--- config.mk ---
export PLATFORM = sky130hd
export DESIGN_NAME = shift_issue_stage
export DESIGN_NICKNAME = d
export VERILOG_FILES = /design/src/rtl/shift_issue_stage.sv
export SDC_FILE = /design/constraint.sdc
export NUM_CORES = 1
export LEC_CHECK = 0
export ABC_AREA = 1
export BUFFER_PORTS_ARGS = -buffer_cell sky130_fd_sc_hd__buf_4
export CORE_ASPECT_RATIO = 2
export CORE_MARGIN = 10
export CORE_UTILIZATION = 45
export CTS_CLUSTER_DIAMETER = 40
export DETAILED_ROUTE_END_ITERATION = 16
export GPL_TIMING_DRIVEN = 0
export SLEW_MARGIN = 10
export SYNTH_ARGS = -nofsm -noshare
export SYNTH_HDL_FRONTEND = slang
export SYNTH_SLANG_ARGS = --single-unit
--- constraint.sdc ---
create_clock -name CLK -period 4.8 [get_ports CLK]
set_input_delay 0.24 -clock CLK [delete_from_list [all_inputs] [get_ports CLK]]
set_output_delay 0.24 -clock CLK [all_outputs]
set_load 0.05 [all_outputs]
--- src/rtl/shift_issue_stage.sv ---
// Shift issue stage: 2-entry request queue feeding left/right shifters into a result register.
// Latency: one edge from acceptance to out_valid (push at edge N, result after edge N+1).
// Backpressure: in_ready drops when two requests are queued; result and queue hold while out_valid && !out_ready.
//
// Ports: CLK/RESET (sync, active-high); in_valid/in_ready/in_left/in_data1/in_data2 request side;
//        out_valid/out_ready/out_result result side; occupancy = queued requests not yet executed.

// Small synchronous FIFO. DEPTH must be >= 2; head is read combinationally.
module sync_fifo #(
    parameter int W     = 8,
    parameter int DEPTH = 2,
    localparam int AW   = $clog2(DEPTH),
    localparam int CW   = $clog2(DEPTH + 1)
) (
    input  logic          clk,
    input  logic          rst,
    input  logic          push,
    input  logic          pop,
    input  logic [W-1:0]  wr_dat,
    output logic [W-1:0]  rd_dat,
    output logic [CW-1:0] count
);
    logic [W-1:0]  mem_q [DEPTH];
    logic [W-1:0]  mem_d [DEPTH];
    logic [AW-1:0] wr_ptr_q, wr_ptr_d;
    logic [AW-1:0] rd_ptr_q, rd_ptr_d;
    logic [CW-1:0] count_q, count_d;

    always_comb begin
        mem_d    = mem_q;
        wr_ptr_d = wr_ptr_q;
        rd_ptr_d = rd_ptr_q;
        count_d  = count_q;
        if (push) begin
            mem_d[wr_ptr_q] = wr_dat;
            wr_ptr_d = (wr_ptr_q == AW'(DEPTH - 1)) ? '0 : wr_ptr_q + AW'(1);
        end
        if (pop) begin
            rd_ptr_d = (rd_ptr_q == AW'(DEPTH - 1)) ? '0 : rd_ptr_q + AW'(1);
        end
        case ({push, pop})
            2'b10:   count_d = count_q + CW'(1);
            2'b01:   count_d = count_q - CW'(1);
            default: count_d = count_q;
        endcase
    end

    always_ff @(posedge clk) begin
        if (rst) begin
            for (int i = 0; i < DEPTH; i++) mem_q[i] <= '0;
            wr_ptr_q <= '0;
            rd_ptr_q <= '0;
            count_q  <= '0;
        end else begin
            mem_q    <= mem_d;
            wr_ptr_q <= wr_ptr_d;
            rd_ptr_q <= rd_ptr_d;
            count_q  <= count_d;
        end
    end

    assign rd_dat = mem_q[rd_ptr_q];
    assign count  = count_q;
endmodule

// Logical left shift; amounts of 8 or more clear the value.
module left_shift (
    input  logic [7:0] dat_i,
    input  logic [3:0] amt,
    output logic [7:0] dat_o
);
    assign dat_o = dat_i << amt;
endmodule

// Right-shift family: mode 00 logical, 01 arithmetic, 10 rotate (amount [2:0]), 11 reserved (drives 0).
module right_shift (
    input  logic [7:0] dat_i,
    input  logic [3:0] amt,
    input  logic [1:0] mode,
    output logic [7:0] dat_o
);
    logic [2:0] rot;
    assign rot = amt[2:0];

    always_comb begin
        case (mode)
            2'b00:   dat_o = dat_i >> amt;
            2'b01:   dat_o = $signed(dat_i) >>> amt;
            // rot == 0 makes the left term shift by 8, which is 0 in 8-bit context
            2'b10:   dat_o = (dat_i >> rot) | (dat_i << (4'd8 - {1'b0, rot}));
            default: dat_o = 8'h00;
        endcase
    end
endmodule

module shift_issue_stage (
    input  logic       CLK,
    input  logic       RESET,
    input  logic       in_valid,
    output logic       in_ready,
    input  logic       in_left,
    input  logic [7:0] in_data1,
    input  logic [7:0] in_data2,
    output logic       out_valid,
    input  logic       out_ready,
    output logic [7:0] out_result,
    output logic [1:0] occupancy
);
    typedef struct packed {
        logic       left;
        logic [7:0] d1;
        logic [7:0] d2;
    } req_t;

    req_t       wr_req;
    req_t       head;
    logic       push;
    logic       pop;
    logic [7:0] lsh_dat;
    logic [7:0] rsh_dat;
    logic       out_valid_q, out_valid_d;
    logic [7:0] result_q, result_d;
    logic       ctl_unused;

    assign wr_req = '{left: in_left, d1: in_data1, d2: in_data2};

    // No pass-through when full: a pop in the same cycle does not open a slot.
    assign in_ready = (occupancy < 2'd2) && !RESET;
    assign push     = in_valid && in_ready;
    assign pop      = (occupancy != 2'd0) && (!out_valid_q || out_ready);

    sync_fifo #(.W($bits(req_t)), .DEPTH(2)) u_fifo (
        .clk    (CLK),
        .rst    (RESET),
        .push   (push),
        .pop    (pop),
        .wr_dat (wr_req),
        .rd_dat (head),
        .count  (occupancy)
    );

    left_shift u_lsh (
        .dat_i (head.d1),
        .amt   (head.d2[3:0]),
        .dat_o (lsh_dat)
    );

    right_shift u_rsh (
        .dat_i (head.d1),
        .amt   (head.d2[3:0]),
        .mode  (head.d2[7:6]),
        .dat_o (rsh_dat)
    );

    // data2[5:4] carry no meaning but travel with the request.
    assign ctl_unused = ^head.d2[5:4];

    always_comb begin
        result_d    = result_q;
        out_valid_d = out_valid_q;
        if (pop) begin
            result_d    = head.left ? lsh_dat : rsh_dat;
            out_valid_d = 1'b1;
        end else if (out_ready) begin
            out_valid_d = 1'b0;
        end
    end

    always_ff @(posedge CLK) begin
        if (RESET) begin
            result_q    <= 8'h00;
            out_valid_q <= 1'b0;
        end else begin
            result_q    <= result_d;
            out_valid_q <= out_valid_d;
        end
    end

    assign out_valid  = out_valid_q;
    assign out_result = result_q;
endmodule

==> impl_results.rst <==
.. list-table::
   :header-rows: 1

   * - Metric
     - Value
   * - Final critical path time including I/O delays and setup
     - 2.62 ns
   * - Global Route met3 Usage
     - 0.0344
   * - Setup crit start
     - u_fifo.rd_ptr_q
   * - Max incr delay on CP
     - 0.45 ns
   * - Clock Skew
     - 0.00441 ns
   * - Height of the die
     - 130 um
   * - Number of stages on the worst setup path
     - 16
   * - Number of unique standard cell types used by synthesis
     - 29
   * - Headroom to the max-slew limit
     - 0.582
   * - Final cycle utilization of the critical path
     - 0.545
   * - Met2 Use GR
     - 0.330
   * - Number of synthesized register bits
     - 43
   * - Met1 GRT Util
     - 0.173
   * - DIE WIDTH
     - 74.8 um
   * - Crit path capture
     - out_result[4]
   * - Final setup violation count
     - 0
   * - Power per cell area
     - 607 nW/um^2
   * - Largest net degree at the start of global routing
     - 12
   * - Count of input and output buffers
     - 30
   * - Top fanout value on the critical path
     - 10
   * - Number of vias in the routed layout
     - 2890
   * - Routed length per placed instance
     - 15.5 um
   * - Minimum setup slack among reg-to-reg paths
     - 2.18 ns
   * - Type of the setup path with the least slack
     - flop to flop
   * - Root buffer cell
     - clkbuf_16
   * - Post-Syn Instances
     - 437
   * - CTS H-tree depth
     - 2
   * - Maximum buffer depth of the clock tree
     - 2
   * - Number of global-route vias before repair
     - 2929
   * - Detailed-placement wirelength estimate
     - 6670 um
   * - Family with the most delay on the worst path
     - buffers and inverters
   * - CP Data Arrival Time
     - 2.84 ns
   * - Critical path buffer and inverter count
     - 5
   * - Result of the run
     - finished, final reports clean
   * - Area taken by multi-input logic gates
     - 1560 um^2
   * - Endpoint class of the critical path
     - flop
   * - Initial DRC count
     - 237
   * - Total negative slack for setup checks
     - 0 ns
   * - Series of cell instances along the critical path
     - buf_6, o21ai_2, inv_2, buf_6, buf_2, ha_1, inv_1, nand3_1, nand3_1, nand2_1, nand2_1, nand2_1, nand2_1, nand2_1, nand2_1, a21oi_2
   * - Syn_nets
     - 460
   * - Number of hold buffers added after cts
     - 0
   * - Clock Pin Slew Worst Setup and Hold Paths
     - 0.06 ns
   * - Number of antenna violations at the first check in global routing
     - 0
   * - Core area
     - 5760 um^2
   * - Relative area change from synthesis to final layout
     - 15.9%
   * - Layout cell share with drive strength beyond 1
     - 0.144
   * - Number of fill cells in the layout
     - 656
   * - CTS Sinks
     - 43
   * - Worst hold slack
     - 0.147 ns
   * - IO Count
     - 33
   * - Share of the yosys chip area belonging to registers
     - 0.319
   * - Final max-slew violation count
     - 0
   * - Worst R2R End
     - out_result[4]
   * - Global-route usage over all layers
     - 0.184
   * - Worst hold path type
     - input port to flop
   * - Number of setup buffers added after CTS
     - 0
   * - Post-detailed-route count of antenna-violating nets
     - 0
   * - Kind of start point of the critical path
     - flop
   * - Layout Nets
     - 497
   * - Total Routed Length
     - 8260 um
   * - Highest clock rate
     - 382 MHz
   * - Cell with the largest stage delay on the worst path
     - ha_1
   * - Peak-usage layer in the global routing report
     - met2
   * - ANT cells
     - 0
   * - Number of cell rows
     - 39
   * - Latest clock arrival within the worst-skew pair
     - 0.28 ns
   * - Leakage component of the power
     - 1.48 nW
   * - Critical path's most frequent cell
     - nand2_1
   * - Launch point of the worst reg-to-reg path
     - u_fifo.rd_ptr_q
   * - Die ar.
     - 9690 um^2
   * - Max Cap Viol
     - 0
   * - Hold violation total from the final report
     - 0
   * - Wire length of the first global-routing pass
     - 13800 um
   * - Least-Margin Pin Slew
     - 0.627 ns
   * - Worst EP required
     - 5.02 ns
   * - Placer Congestion
     - 0.974
   * - RSZ-0062 raised after global routing
     - no
   * - VDD IR max
     - 0.431 mV
   * - Remaining global-route overflow
     - 0
   * - Register-to-Register Path Depth
     - 16
   * - TritonRoute pass-1 iters
     - 4
   * - Starting density of the core
     - 0.469
   * - Avg Synthesized Cell Area
     - 6.18 um^2
   * - Area taken by flip-flops and latches
     - 861 um^2
   * - Vias per inst
     - 5.41
   * - Area of the mapped netlist
     - 2700 um^2
   * - Resized Gates After CTS
     - 0
   * - Number of design rule violations left after detail routing
     - 0
   * - Synth warn
     - 0
   * - TritonCTS clock tree
     - done
   * - TritonCTS buffer count
     - 5
==> synth_stat cells <==
| library cell | number | share of area |
|---|---|---|
| a21oi_1 | 31 | 0.057 |
| o21ai_1 | 8 | 0.015 |
| nor2_2 | 2 | 0.0046 |
| nand2_2 | 4 | 0.0093 |
| o21ai_2 | 5 | 0.016 |
| nor2_4 | 2 | 0.0083 |
| buf_2 | 3 | 0.0056 |
| nand3_1 | 31 | 0.057 |
| o21a_1 | 1 | 0.0028 |
| nand4_1 | 3 | 0.0069 |
| inv_4 | 1 | 0.0023 |
| nor2_1 | 42 | 0.058 |
| o21ai_4 | 1 | 0.0060 |
| xnor2_1 | 1 | 0.0032 |
| xor2_1 | 1 | 0.0032 |
| a21oi_2 | 5 | 0.016 |
| o211ai_1 | 2 | 0.0056 |
| ha_1 | 2 | 0.0093 |
| nand2_4 | 1 | 0.0042 |
| o21ai_0 | 52 | 0.096 |
| dfxtp_1 | 43 | 0.32 |
| clkinv_1 | 1 | 0.0014 |
| buf_6 | 5 | 0.021 |
| a211oi_1 | 2 | 0.0056 |
| nand2_1 | 132 | 0.18 |
| clkbuf_1 | 10 | 0.014 |
| nand3_2 | 2 | 0.0074 |
| inv_1 | 42 | 0.058 |
| inv_2 | 2 | 0.0028 |
==> cell usage in the layout, fill, tap and decap left out, drive strengths merged <==
cell type,n
dfxtp,43
a211oi,2
a21oi,36
nand3,33
o21ai,66
clkbuf,16
xor2,1
xnor2,1
nand4,3
ha,2
nand2,137
buf,38
clkinv,1
o21a,1
o211ai,2
inv,45
nor2,46
==> stage by stage <==
step | cell area [um^2] | setup WS, ns | util | total power [mW] | instances
floorplan | 2700 | 2.44 | - | 1.29 | 437
global placement | 3000 | 2.22 | 0.522 | 1.59 | 528
detailed placement | 3000 | 2.21 | 0.522 | 1.59 | 528
CTS | 3130 | 2.19 | 0.544 | 1.91 | 534
global route | 3130 | 2.01 | 0.544 | 2.05 | 534
finish | 3130 | 2.18 | 0.544 | 1.90 | 534
==> how the worst min path moves through the flow <==
| stage | startpoint | slack, ns | cells past startpoint | endpoint |
|---|---|---|---|---|
| after detailed placement | u_fifo.mem_q[29] | 0.44 | 2 | u_fifo.mem_q[29] |
| final | RESET | 0.15 | 2 | u_fifo.count[1] |
| after floorplan | RESET | 0.31 | 1 | u_fifo.count[1] |
| after CTS | RESET | 0.14 | 2 | u_fifo.count[1] |
| after global routing | RESET | 0.15 | 2 | u_fifo.count[1] |
| after global placement | u_fifo.mem_q[32] | 0.43 | 2 | u_fifo.mem_q[32] |
==> worst register-to-register path, stage by stage (launching register included) <==
cell and delay (ns):
dfxtp_1 0.30, buf_6 0.15, o21ai_2 0.29, inv_2 0.07, buf_6 0.15, buf_2 0.19
ha_1 0.45, inv_1 0.21, nand3_1 0.13, nand3_1 0.08, nand2_1 0.06, nand2_1 0.05
nand2_1 0.12, nand2_1 0.07, nand2_1 0.06, nand2_1 0.06, a21oi_2 0.11
==> cells by family after synthesis <==
family	Yosys count	synth area share
and+or+nand+nor	219	0.340
AOI/OAI and AO/OA	107	0.221
xor gates and xnor gates	2	0.00648
DFF	43	0.319
buffers and inverters	64	0.105
adders and majority gates	2	0.00926
==> power breakdown <==
| part | internal [mW] | total, mW | switching (mW) | leakage (nW) |
|---|---|---|---|---|
| clock | 0.187 | 0.316 | 0.129 | 0.0628 |
| sequential | 0.428 | 0.465 | 0.0368 | 0.352 |
| combinational | 0.338 | 1.12 | 0.783 | 1.07 |
==> final cells by class <==
| class | count | share of cell area |
|---|---|---|
| plain buffers | 18 | 0.0347 |
| well taps | 61 | 0.0244 |
| repair buffers | 30 | 0.0719 |
| clock buffers | 6 | 0.0411 |
| flip-flops and latches | 43 | 0.275 |
| inverters | 46 | 0.0559 |
| multi-input cells | 330 | 0.497 |
==> flip-flops by register name, indices dropped and copies added (netlist names) <==
signal / count
u_fifo.wr_ptr_q: 1
out_result: 8
out_valid: 1
u_fifo.mem_q: 30
u_fifo.count: 2
u_fifo.rd_ptr_q: 1
==> routing by layer <==
layer,vias up,routed length [um]
met1,1288,2960
met2,83,4420
li1,1481,-
met3,38,279
met5,-,0
met4,0,593
No activity file was read; power rests on OpenSTA's default activity.
